==> src/rtl/mem_access_ctrl.sv <==
// Single-outstanding bus master: queues core load/store requests and runs the memory request/response handshake with a timeout.
// Latency: request accepted at posedge N issues at N+1, completes (rsp_valid) in the cycle after N+2, next issue no earlier than N+4.
// Backpressure: cpu_ready drops when the request FIFO is full; memory is never re-requested while its response is still high.

// Generic synchronous FIFO: head word visible combinationally, count exported for the ready calculation.
// Latency: a pushed word is visible at the head one cycle after the push edge; no bypass.
// Backpressure: pushes while full and pops while empty are ignored.
module mem_access_ctrl_fifo #(
  parameter int WIDTH = 8,
  parameter int DEPTH = 2
) (
  input  logic                     i_clk,
  input  logic                     i_rst_n,
  input  logic                     i_push,
  input  logic [WIDTH-1:0]         i_push_dat,
  input  logic                     i_pop,
  output logic [WIDTH-1:0]         o_head_dat,
  output logic [$clog2(DEPTH):0]   o_count,
  output logic                     o_empty
);
  localparam int PTR_W = $clog2(DEPTH);
  localparam int CNT_W = PTR_W + 1;

  logic [WIDTH-1:0] r_mem [DEPTH];
  logic [PTR_W-1:0] r_wr_ptr;
  logic [PTR_W-1:0] r_rd_ptr;
  logic [CNT_W-1:0] r_count;
  logic             w_full;
  logic             w_push;
  logic             w_pop;

  assign w_full     = (r_count == CNT_W'(DEPTH));
  assign o_empty    = (r_count == '0);
  assign o_count    = r_count;
  assign o_head_dat = r_mem[r_rd_ptr];
  assign w_push     = i_push && !w_full;
  assign w_pop      = i_pop && !o_empty;

  // Pointer and occupancy bookkeeping; DEPTH is a power of two so pointers wrap naturally.
  always_ff @(posedge i_clk or negedge i_rst_n) begin
    if (!i_rst_n) begin
      r_wr_ptr <= '0;
      r_rd_ptr <= '0;
      r_count  <= '0;
    end else begin
      if (w_push) r_wr_ptr <= r_wr_ptr + PTR_W'(1);
      if (w_pop)  r_rd_ptr <= r_rd_ptr + PTR_W'(1);
      case ({w_push, w_pop})
        2'b10:   r_count <= r_count + CNT_W'(1);
        2'b01:   r_count <= r_count - CNT_W'(1);
        default: r_count <= r_count;
      endcase
    end
  end

  // Storage array; contents need no reset because occupancy gates every read.
  always_ff @(posedge i_clk) begin
    if (w_push) r_mem[r_wr_ptr] <= i_push_dat;
  end
endmodule

module mem_access_ctrl #(
  parameter int DEPTH   = 2,
  parameter int TIMEOUT = 8,
  parameter int ADDR_W  = 16,
  parameter int DATA_W  = 16
) (
  input  logic              i_clk,
  input  logic              i_rst_n,
  input  logic              i_cpu_valid,
  output logic              o_cpu_ready,
  input  logic              i_cpu_write,
  input  logic [ADDR_W-1:0] i_cpu_addr,
  input  logic [DATA_W-1:0] i_cpu_wdata,
  output logic              o_rsp_valid,
  output logic              o_rsp_write,
  output logic              o_rsp_err,
  output logic [DATA_W-1:0] o_rsp_rdata,
  output logic              o_busy,
  output logic              o_mem_request,
  output logic              o_mem_mode_flag,
  output logic [ADDR_W-1:0] o_mem_locator,
  output logic [DATA_W-1:0] o_mem_write_bus,
  input  logic [DATA_W-1:0] i_mem_read_bus,
  input  logic              i_mem_response
);
  localparam int CNT_W = $clog2(DEPTH) + 1;
  localparam int TMR_W = $clog2(TIMEOUT);
  localparam logic [TMR_W-1:0] TMR_LAST = TMR_W'(TIMEOUT - 1);

  typedef struct packed {
    logic              write;
    logic [ADDR_W-1:0] addr;
    logic [DATA_W-1:0] wdata;
  } req_t;

  typedef enum logic [1:0] {
    ST_IDLE,
    ST_WAIT_ACK,
    ST_RELEASE
  } state_t;

  state_t            r_state;
  logic [TMR_W-1:0]  r_timer;
  logic              r_rsp_valid;
  logic              r_rsp_write;
  logic              r_rsp_err;
  logic [DATA_W-1:0] r_rsp_rdata;
  logic              r_mem_request;
  logic              r_mem_mode_flag;
  logic [ADDR_W-1:0] r_mem_locator;
  logic [DATA_W-1:0] r_mem_write_bus;

  req_t              w_push_req;
  req_t              w_head_req;
  logic [CNT_W-1:0]  w_count;
  logic              w_empty;
  logic              w_push;
  logic              w_issue;

  assign w_push_req = '{write: i_cpu_write, addr: i_cpu_addr, wdata: i_cpu_wdata};
  assign o_cpu_ready = (w_count < CNT_W'(DEPTH));
  assign w_push      = i_cpu_valid && o_cpu_ready;
  // A response still high from a previous access (or left over after reset) holds off the next issue.
  assign w_issue     = (r_state == ST_IDLE) && !w_empty && !i_mem_response;
  assign o_busy      = !w_empty || (r_state != ST_IDLE);

  mem_access_ctrl_fifo #(
    .WIDTH ($bits(req_t)),
    .DEPTH (DEPTH)
  ) u_req_fifo (
    .i_clk      (i_clk),
    .i_rst_n    (i_rst_n),
    .i_push     (w_push),
    .i_push_dat (w_push_req),
    .i_pop      (w_issue),
    .o_head_dat (w_head_req),
    .o_count    (w_count),
    .o_empty    (w_empty)
  );

  // Access sequencer: issue one request, wait for response or timeout, then wait for response release.
  always_ff @(posedge i_clk or negedge i_rst_n) begin
    if (!i_rst_n) begin
      r_state         <= ST_IDLE;
      r_timer         <= '0;
      r_rsp_valid     <= 1'b0;
      r_rsp_write     <= 1'b0;
      r_rsp_err       <= 1'b0;
      r_rsp_rdata     <= '0;
      r_mem_request   <= 1'b0;
      r_mem_mode_flag <= 1'b0;
      r_mem_locator   <= '0;
      r_mem_write_bus <= '0;
    end else begin
      // Completion fields are single-cycle pulses.
      r_rsp_valid <= 1'b0;
      r_rsp_write <= 1'b0;
      r_rsp_err   <= 1'b0;
      r_rsp_rdata <= '0;
      case (r_state)
        ST_IDLE: begin
          if (w_issue) begin
            r_mem_request   <= 1'b1;
            r_mem_mode_flag <= w_head_req.write;
            r_mem_locator   <= w_head_req.addr;
            r_mem_write_bus <= w_head_req.wdata;
            r_timer         <= '0;
            r_state         <= ST_WAIT_ACK;
          end
        end
        ST_WAIT_ACK: begin
          if (i_mem_response) begin
            r_mem_request <= 1'b0;
            r_rsp_valid   <= 1'b1;
            r_rsp_write   <= r_mem_mode_flag;
            r_rsp_rdata   <= r_mem_mode_flag ? '0 : i_mem_read_bus;
            r_state       <= ST_RELEASE;
          end else if (r_timer == TMR_LAST) begin
            // Memory never answered: abort so the core is not stalled forever.
            r_mem_request <= 1'b0;
            r_rsp_valid   <= 1'b1;
            r_rsp_write   <= r_mem_mode_flag;
            r_rsp_err     <= 1'b1;
            r_state       <= ST_RELEASE;
          end else begin
            r_timer <= r_timer + TMR_W'(1);
          end
        end
        ST_RELEASE: begin
          if (!i_mem_response) r_state <= ST_IDLE;
        end
        default: r_state <= ST_IDLE;
      endcase
    end
  end

  assign o_rsp_valid     = r_rsp_valid;
  assign o_rsp_write     = r_rsp_write;
  assign o_rsp_err       = r_rsp_err;
  assign o_rsp_rdata     = r_rsp_rdata;
  assign o_mem_request   = r_mem_request;
  assign o_mem_mode_flag = r_mem_mode_flag;
  assign o_mem_locator   = r_mem_locator;
  assign o_mem_write_bus = r_mem_write_bus;
endmodule

==> config.mk <==
export PLATFORM = sky130hd
export DESIGN_NAME = mem_access_ctrl
export DESIGN_NICKNAME = d
export VERILOG_FILES = /design/src/rtl/mem_access_ctrl.sv
export SDC_FILE = /design/constraint.sdc
export NUM_CORES = 1
export LEC_CHECK = 0
export BUFFER_PORTS_ARGS = -buffer_cell sky130_fd_sc_hd__buf_2
export CAP_MARGIN = 10
export CELL_PAD_IN_SITES_DETAIL_PLACEMENT = 1
export CELL_PAD_IN_SITES_GLOBAL_PLACEMENT = 2
export CORE_AREA = 5 5 125 127
export DETAILED_ROUTE_END_ITERATION = 10
export DIE_AREA = 0 0 130 132
export GPL_TIMING_DRIVEN = 0
export PLACE_DENSITY = 0.74
export RECOVER_POWER = 25
export SLEW_MARGIN = 20
export SYNTH_ARGS = -nofsm -noshare
export SYNTH_HDL_FRONTEND = slang
export SYNTH_HIERARCHICAL = 1
export SYNTH_SLANG_ARGS = --single-unit
==> constraint.sdc <==
create_clock -name i_clk -period 3.2 [get_ports i_clk]
set_input_delay 0.64 -clock i_clk [delete_from_list [all_inputs] [get_ports i_clk]]
set_output_delay 0.64 -clock i_clk [all_outputs]
set_load 0.005 [all_outputs]
==> results of run 1 <==
## state kept, by name, summed over array words and instances (netlist names), 2 cells and up
name and flops:
o_mem_locator 16, u_req_fifo/r_mem 66, o_rsp_rdata 16, r_state 2
o_mem_write_bus 16, u_req_fifo/o_count 2, r_timer 3
## per-stage QoR
stage	util, %	setup WS (ns)	TNS [ns]
finish	44.2	0.857	0
global route	44.2	0.729	0
CTS	44.4	0.801	0
detailed placement	40.1	0.561	0
global placement	39.4	-0.722	-47.48
floorplan	-	0.498	0
## metal layers
| metal | wire length, µm | global-route usage [%] |
|---|---|---|
| met1 | 4120 | 14.5 |
| met3 | 503 | 4.82 |
| met4 | 141 | 4.85 |
| met2 | 5290 | 20.6 |
| met5 | 0 | 0 |
## cells in the mapped netlist
cell type  instances
xnor2_1            4
nor2_1             8
nand2b_1           1
o21ai_2            1
nand4_1            2
xor2_1             1
a21bo_2            2
mux2_4            29
nor3b_1            1
nand2_1            3
mux2i_1            1
mux2_2            32
o21ai_0            3
nor2b_1            2
buf_6              7
nor3b_2            1
nor2b_2            1
clkbuf_1           1
dfrtp_1           62
edfxtp_1          66
nor4_4             1
ha_1               4
and2_1            16
mux2_1             6
inv_1              5
a21o_1             1
## cell families after synthesis
family / after synthesis / share of synthesized area (%)
compound gates: 7 / 1.05
xor+xnor: 5 / 0.898
fa+ha+maj: 4 / 1.03
buf+inv: 13 / 2.08
flops: 128 / 72.5
mux: 68 / 17.9
simple gates: 36 / 4.57
## worst min-delay path by stage
| stage | from | end | slack, ns |
|---|---|---|---|
| CTS | i_rst_n | o_rsp_rdata[8] | 0.14 |
| global route | i_cpu_addr[7] | u_req_fifo/r_mem[0][23] | 0.39 |
| detailed placement | o_mem_write_bus[7] | o_mem_write_bus[7] | 0.47 |
| finish | i_cpu_addr[8] | u_req_fifo/r_mem[0][24] | 0.41 |
| floorplan | i_rst_n | o_mem_locator[0] | 0.34 |
| global placement | o_mem_write_bus[7] | o_mem_write_bus[7] | 0.46 |
## where the power goes
part	switching, mW	internal [mW]	leakage (nW)	total [mW]
clock network	0.643	1.33	0.303	1.97
registers	0.215	2.20	1.38	2.42
logic	0.705	0.890	1.07	1.60
total	1.56	4.42	2.75	5.98
## final cells by class
type,instances,area [µm²]
plain buffers,8,82.6
clock buffers,26,510
clock inverters,6,105
fillers,1443,7980
inverters,5,18.8
multi-input cells,120,1260
flip-flops and latches,128,3530
well taps,184,230
repair buffers,110,593
## critical path, stage by stage, from the launching register on
cell and delay [ns]:
dfrtp_1 0.44, nor2_1 0.16, nor4_4 0.62, buf_6 0.27, nor2b_2 0.21, ha_1 0.27
nor2_1 0.15, xnor2_1 0.14
==> metrics, run 1 <==
H-Tree Depth 4; Resized cells post-CTS 0; failing checks max-capacitance violations, max-slew violations; worst-margin pin slew between 1.5 and 2 ns; hpwl dp between 7000 and 8000 µm; Routed Antenna Nets 0; clock tree from TritonCTS built; die height 132 µm; Pleak 2.75 nW; minimum clock period ~2.3 ns; Peak supply drop approximately 550 µV; synth warn 6; Worst R2R Path Depth 7; Post-CTS Setup Repair Bufs 0; DRC violations left 0; RR Startpoint u_req_fifo/o_count[0]; Worst Skew between 0.008 and 0.009 ns; final WL 10100 µm; cell count after placement 555; Clock transition at path regs ~0.05 ns; overall power between 5 and 6 mW; average vias per placed instance approximately 4.4; vias in the first global route about 2900; Final nets around 450; Hold Crit Class input pin to flip-flop; crit path from u_req_fifo/o_count[0]; I/O Pins between 100 and 150; largest net degree at the start of global routing 37; Fmax roughly 430 MHz; outcome finished with violations; Setup crit end u_req_fifo/o_count[1]; Final Max Tran Viols 26; Tot GR Track Use between 10 and 15%; count of final setup violators 0; synth-to-layout area growth 29.8%; unrepaired setup endpoints after global routing false; final hold slack about 0.41 ns; initial DRC count ~110; core area between 10000 and 15000 µm²; startpoint class of the critical path flip-flop; cells after synthesis between 200 and 300; Vias 2606; first-pass GRT wire length around 16000 µm; Cell Pwr Density roughly 950 nW/µm²; Final Cell Area 6330 µm²; Synth top area share 40.6%; wire per inst around 17 µm; Ant. Diodes 0; remaining global-route overflow 0; Placement Cell Area between 5000 and 6000 µm²; Yosys cell types 26; layout cell share with drive strength beyond 1 between 40% and 50%; Worst Setup End Kind flip-flop; Std-Cell Rows 44; CP Max Fanout 10; R2R setup slack approximately 0.86 ns; Final Hold Violating Endpoints 0; critical path required time roughly 3.5 ns; Layout Cells excl Fill a little under 600; cell taking the most area after synthesis edfxtp_1; Relative slew margins -0.289%; Synth Area per Inst between 15 and 20 µm²; hold buffers post-CTS 0; initial antenna violation count 0; most frequent cells in the layout buf_2, edfxtp_1, dfrtp_1, mux2_2, mux2_4; synthesis-stage register bit count between 100 and 150; Die Span X between 100 and 150 µm; Skew-Pair Late Insertion Delay 0.41 ns; WP data arrival ~2.7 ns; Syn Nets approximately 320; die footprint 17200 µm²; sequential-to-total area share from yosys stat 72.5%; Clock Tree Buf Depth 2; reg2reg end u_req_fifo/o_count[1]; WS Path Type flip-flop to flip-flop; Final Wtd Congestion approximately 0.7; synth top area cells edfxtp_1, dfrtp_1, mux2_4, mux2_2, and2_1; 1st-pass router iterations 4; starting density of the core roughly 34%; max_cap viols 1; commonest non-fill, non-tap cell in the layout buf_2; Mapped Area between 4000 and 5000 µm²; # clock sinks around 130; hold depth 1; total CTS buffers 17; Final period util approximately 73%; CTS Root Cell clkbuf_16; port bufs between 100 and 150
Power figures use the tool's default switching activity.
==> run 2: changes to the inputs <==
--- a/config.mk
+++ b/config.mk
@@ -13,7 +13,7 @@
 export DETAILED_ROUTE_END_ITERATION = 10
 export DIE_AREA = 0 0 130 132
 export GPL_TIMING_DRIVEN = 0
-export PLACE_DENSITY = 0.74
+export PLACE_DENSITY = 0.77
 export RECOVER_POWER = 25
 export SLEW_MARGIN = 20
 export SYNTH_ARGS = -nofsm -noshare
==> constraint.sdc (replaced) <==
create_clock -name i_clk -period 1.93 [get_ports i_clk]
set_input_delay 0.386 -clock i_clk [delete_from_list [all_inputs] [get_ports i_clk]]
set_output_delay 0.386 -clock i_clk [all_outputs]
set_load 0.005 [all_outputs]
==> run 2 against run 1 <==
Effect of this change: the run now ends clean; wire length increased by 0.47%; hold slack got worse by 0.25 ns; clock power grew 48%; clock skew is 0.0027 ns higher; power up 60%; setup slack got worse by 0.76 ns; register-to-register slack got worse by 0.76 ns; global-route usage increased by 0.20 points; critical path depth shrank 2; clock-buffer cell count fell by 1; critical endpoint is now o_mem_locator[8]; largest cell class unchanged; highest routed layer unchanged.
==> metrics, run 2 (synthesis results as in run 1) <==
outcome completed; I/O Pins 108 (unchanged); Final Hold Violating Endpoints 0 (unchanged); Worst R2R Path Depth 5 (-2); unrepaired setup endpoints after global routing false; starting density of the core 34.1% (unchanged); Std-Cell Rows 44 (unchanged); critical-path cell list nor4_4, buf_4, buf_4, buf_6, mux2_2; pre-CTS WS -0.523 ns (-1.08 ns); # clock sinks 128 (unchanged); Fmax 546 MHz (+28%); max_cap viols 0 (-1); WS Path Type flip-flop to flip-flop; Setup crit end o_mem_locator[8]; met3 WL 585 µm (+16%); Tot GR Track Use 12.7% (+0.20 points); Clock Tree Buf Depth 2 (unchanged); power share of the clock group 30.4% (-2.6 points); startpoint class of the critical path flip-flop; CP Max Fanout 10 (unchanged); final WL 10100 µm (+0.47%); port bufs 107 (unchanged); instance count on the critical path 5 (-2); Final nets 452 (+1.1%); commonest non-fill, non-tap cell in the layout buf_2; WP data arrival 2.12 ns (-0.55 ns); Worst Setup Slack, final 0.0985 ns (-0.758 ns); worst-margin pin slew 0.910 ns (-0.594 ns); Flop pwr share 41.7% (+1.3 points); max FFs per register 66 (unchanged); Post-Route M1 WL 3840 µm (-6.9%); synth-to-layout area growth 29.0%; CP peak stage delay 0.45 ns (-0.17 ns); DRC violations left 0 (unchanged); Final Cell Area 6290 µm² (-0.65%); die footprint 17200 µm² (unchanged); Cell Pwr Density 1530 nW/µm² (+62%); Sw Share 27.3% (+1.1 points); 1st-pass router iterations 4 (unchanged); count of final setup violators 0 (unchanged); metal2 WL 5530 µm (+4.6%); Largest Register u_req_fifo/r_mem; Die Span X 130 µm (unchanged); average vias per placed instance 4.47 (+0.72%); Clock transition at path regs 0.05 ns (about the same); Hold Crit Class input pin to flip-flop; initial antenna violation count 0 (unchanged); Vias 2647 (+1.6%); total CTS buffers 17 (unchanged); core area 14300 µm² (unchanged); Peak supply drop 762 µV (+38%); Routed Antenna Nets 0 (unchanged); Pint 6.98 mW (+58%); wire per inst 17.1 µm (-0.38%); Comb pwr share 27.9% (+1.2 points); overall power 9.60 mW (+60%); CP max stage cell dfrtp_1; H-Tree Depth 4 (unchanged); DR top layer met4; cell count after placement 555 (unchanged); Final period util 94.9% (+22 points); Layout Cells excl Fill 592 (+0.85%); most frequent cells in the layout buf_2, edfxtp_1, dfrtp_1, mux2_2, mux2_4; Ant. Diodes 0 (unchanged); CTS Root Cell clkbuf_16; Final Wtd Congestion 0.645 (-8.4%); R2R setup slack 0.1 ns (-0.76 ns); P_sw 2.62 mW (+68%); critical path required time 2.22 ns (-1.31 ns); initial DRC count 71 (-37%); die height 132 µm (unchanged); Final Max Tran Viols 0 (-100%); minimum clock period 1.83 ns (-0.512 ns); largest net degree at the start of global routing 35 (-5.4%); Pleak 2.71 nW (-1.5%); cell family with most CP delay buffers and inverters; Relative slew margins 39.3% (+40 points); crit path from r_state[0]; reg2reg end o_mem_locator[8]; Fillers 1477 (+2.4%); clock tree from TritonCTS built; crit-path most repeated cell buf_4; remaining global-route overflow 0 (unchanged); critical path buffer and inverter count 3 (+2); Placement Cell Area 5730 µm² (unchanged); Skew-Pair Late Insertion Delay 0.41 ns (about the same); hpwl dp 7010 µm (-0.53%); Worst Setup End Kind flip-flop; final hold slack 0.160 ns (-0.253 ns); RR Startpoint r_state[0]; first-pass GRT wire length 16200 µm (+1.9%); layout cell share with drive strength beyond 1 48.0% (-1.3 points); vias in the first global route 2956 (+1.0%); Worst Skew 0.0110 ns (+0.00272 ns)
run 2: power groups by stage:
stage          registers [mW]  logic (mW)  clock network (mW)
2_1_floorplan            4.03        1.66                   0
5_1_grt                  4.10        2.93                3.16
3_5_place_dp             4.06        2.71                   0
4_1_cts                  4.02        2.75                3.01
6_report                 4.00        2.68                2.92
3_3_place_gp             4.03        2.56                   0
run 2: cell type report:
class	instances	area (µm²)	share of cell area (%)
flip-flops and latches	128	3530	56.2
plain buffers	8	82.6	1.31
clock buffers	25	475	7.56
multi-input cells	120	1260	20.0
clock inverters	7	63.8	1.01
inverters	5	18.8	0.298
well taps	184	230	3.66
repair buffers	115	624	9.93
run 2: layer usage:
| metal | track usage (%) | vias to the layer above |
|---|---|---|
| li1 | - | 1218 |
| met2 | 21.7 | 67 |
| met3 | 5.02 | 12 |
| met5 | 0 | - |
| met1 | 14.1 | 1350 |
| met4 | 4.68 | 0 |
run 2: how the worst min path moves through the flow:
stage / startpoint / end / slack, ns / cells past startpoint
after floorplan: i_rst_n / o_mem_locator[0] / 0.09 / 0
after global placement: o_mem_write_bus[7] / o_mem_write_bus[7] / 0.46 / 1
after detailed placement: i_rst_n / r_state[1] / 0.38 / 1
after CTS: i_cpu_addr[13] / u_req_fifo/r_mem[0][29] / 0.14 / 1
after global routing: i_cpu_addr[6] / u_req_fifo/r_mem[0][22] / 0.13 / 1
final: i_cpu_addr[15] / u_req_fifo/r_mem[0][31] / 0.16 / 1
run 2: repair_timing:
| item | CTS | global route |
|---|---|---|
| endpoints found under the hold margin | 33 | 0 |
| hold buffers | 1 | 0 |
| endpoints found under the setup margin | 31 | 2 |
| pin swaps | 1 | 1 |
| resized for setup | 1 | 1 |
| buffers inserted | 1 | 3 |
run 2: per-stage QoR:
step                      setup TNS (ns)  utilization (%)
after global placement           -116.20             39.4
after CTS                              0             44.0
after detailed placement           -4.92             40.1
after global routing                   0             43.9
final                                  0             43.9
after floorplan                   -34.21                -
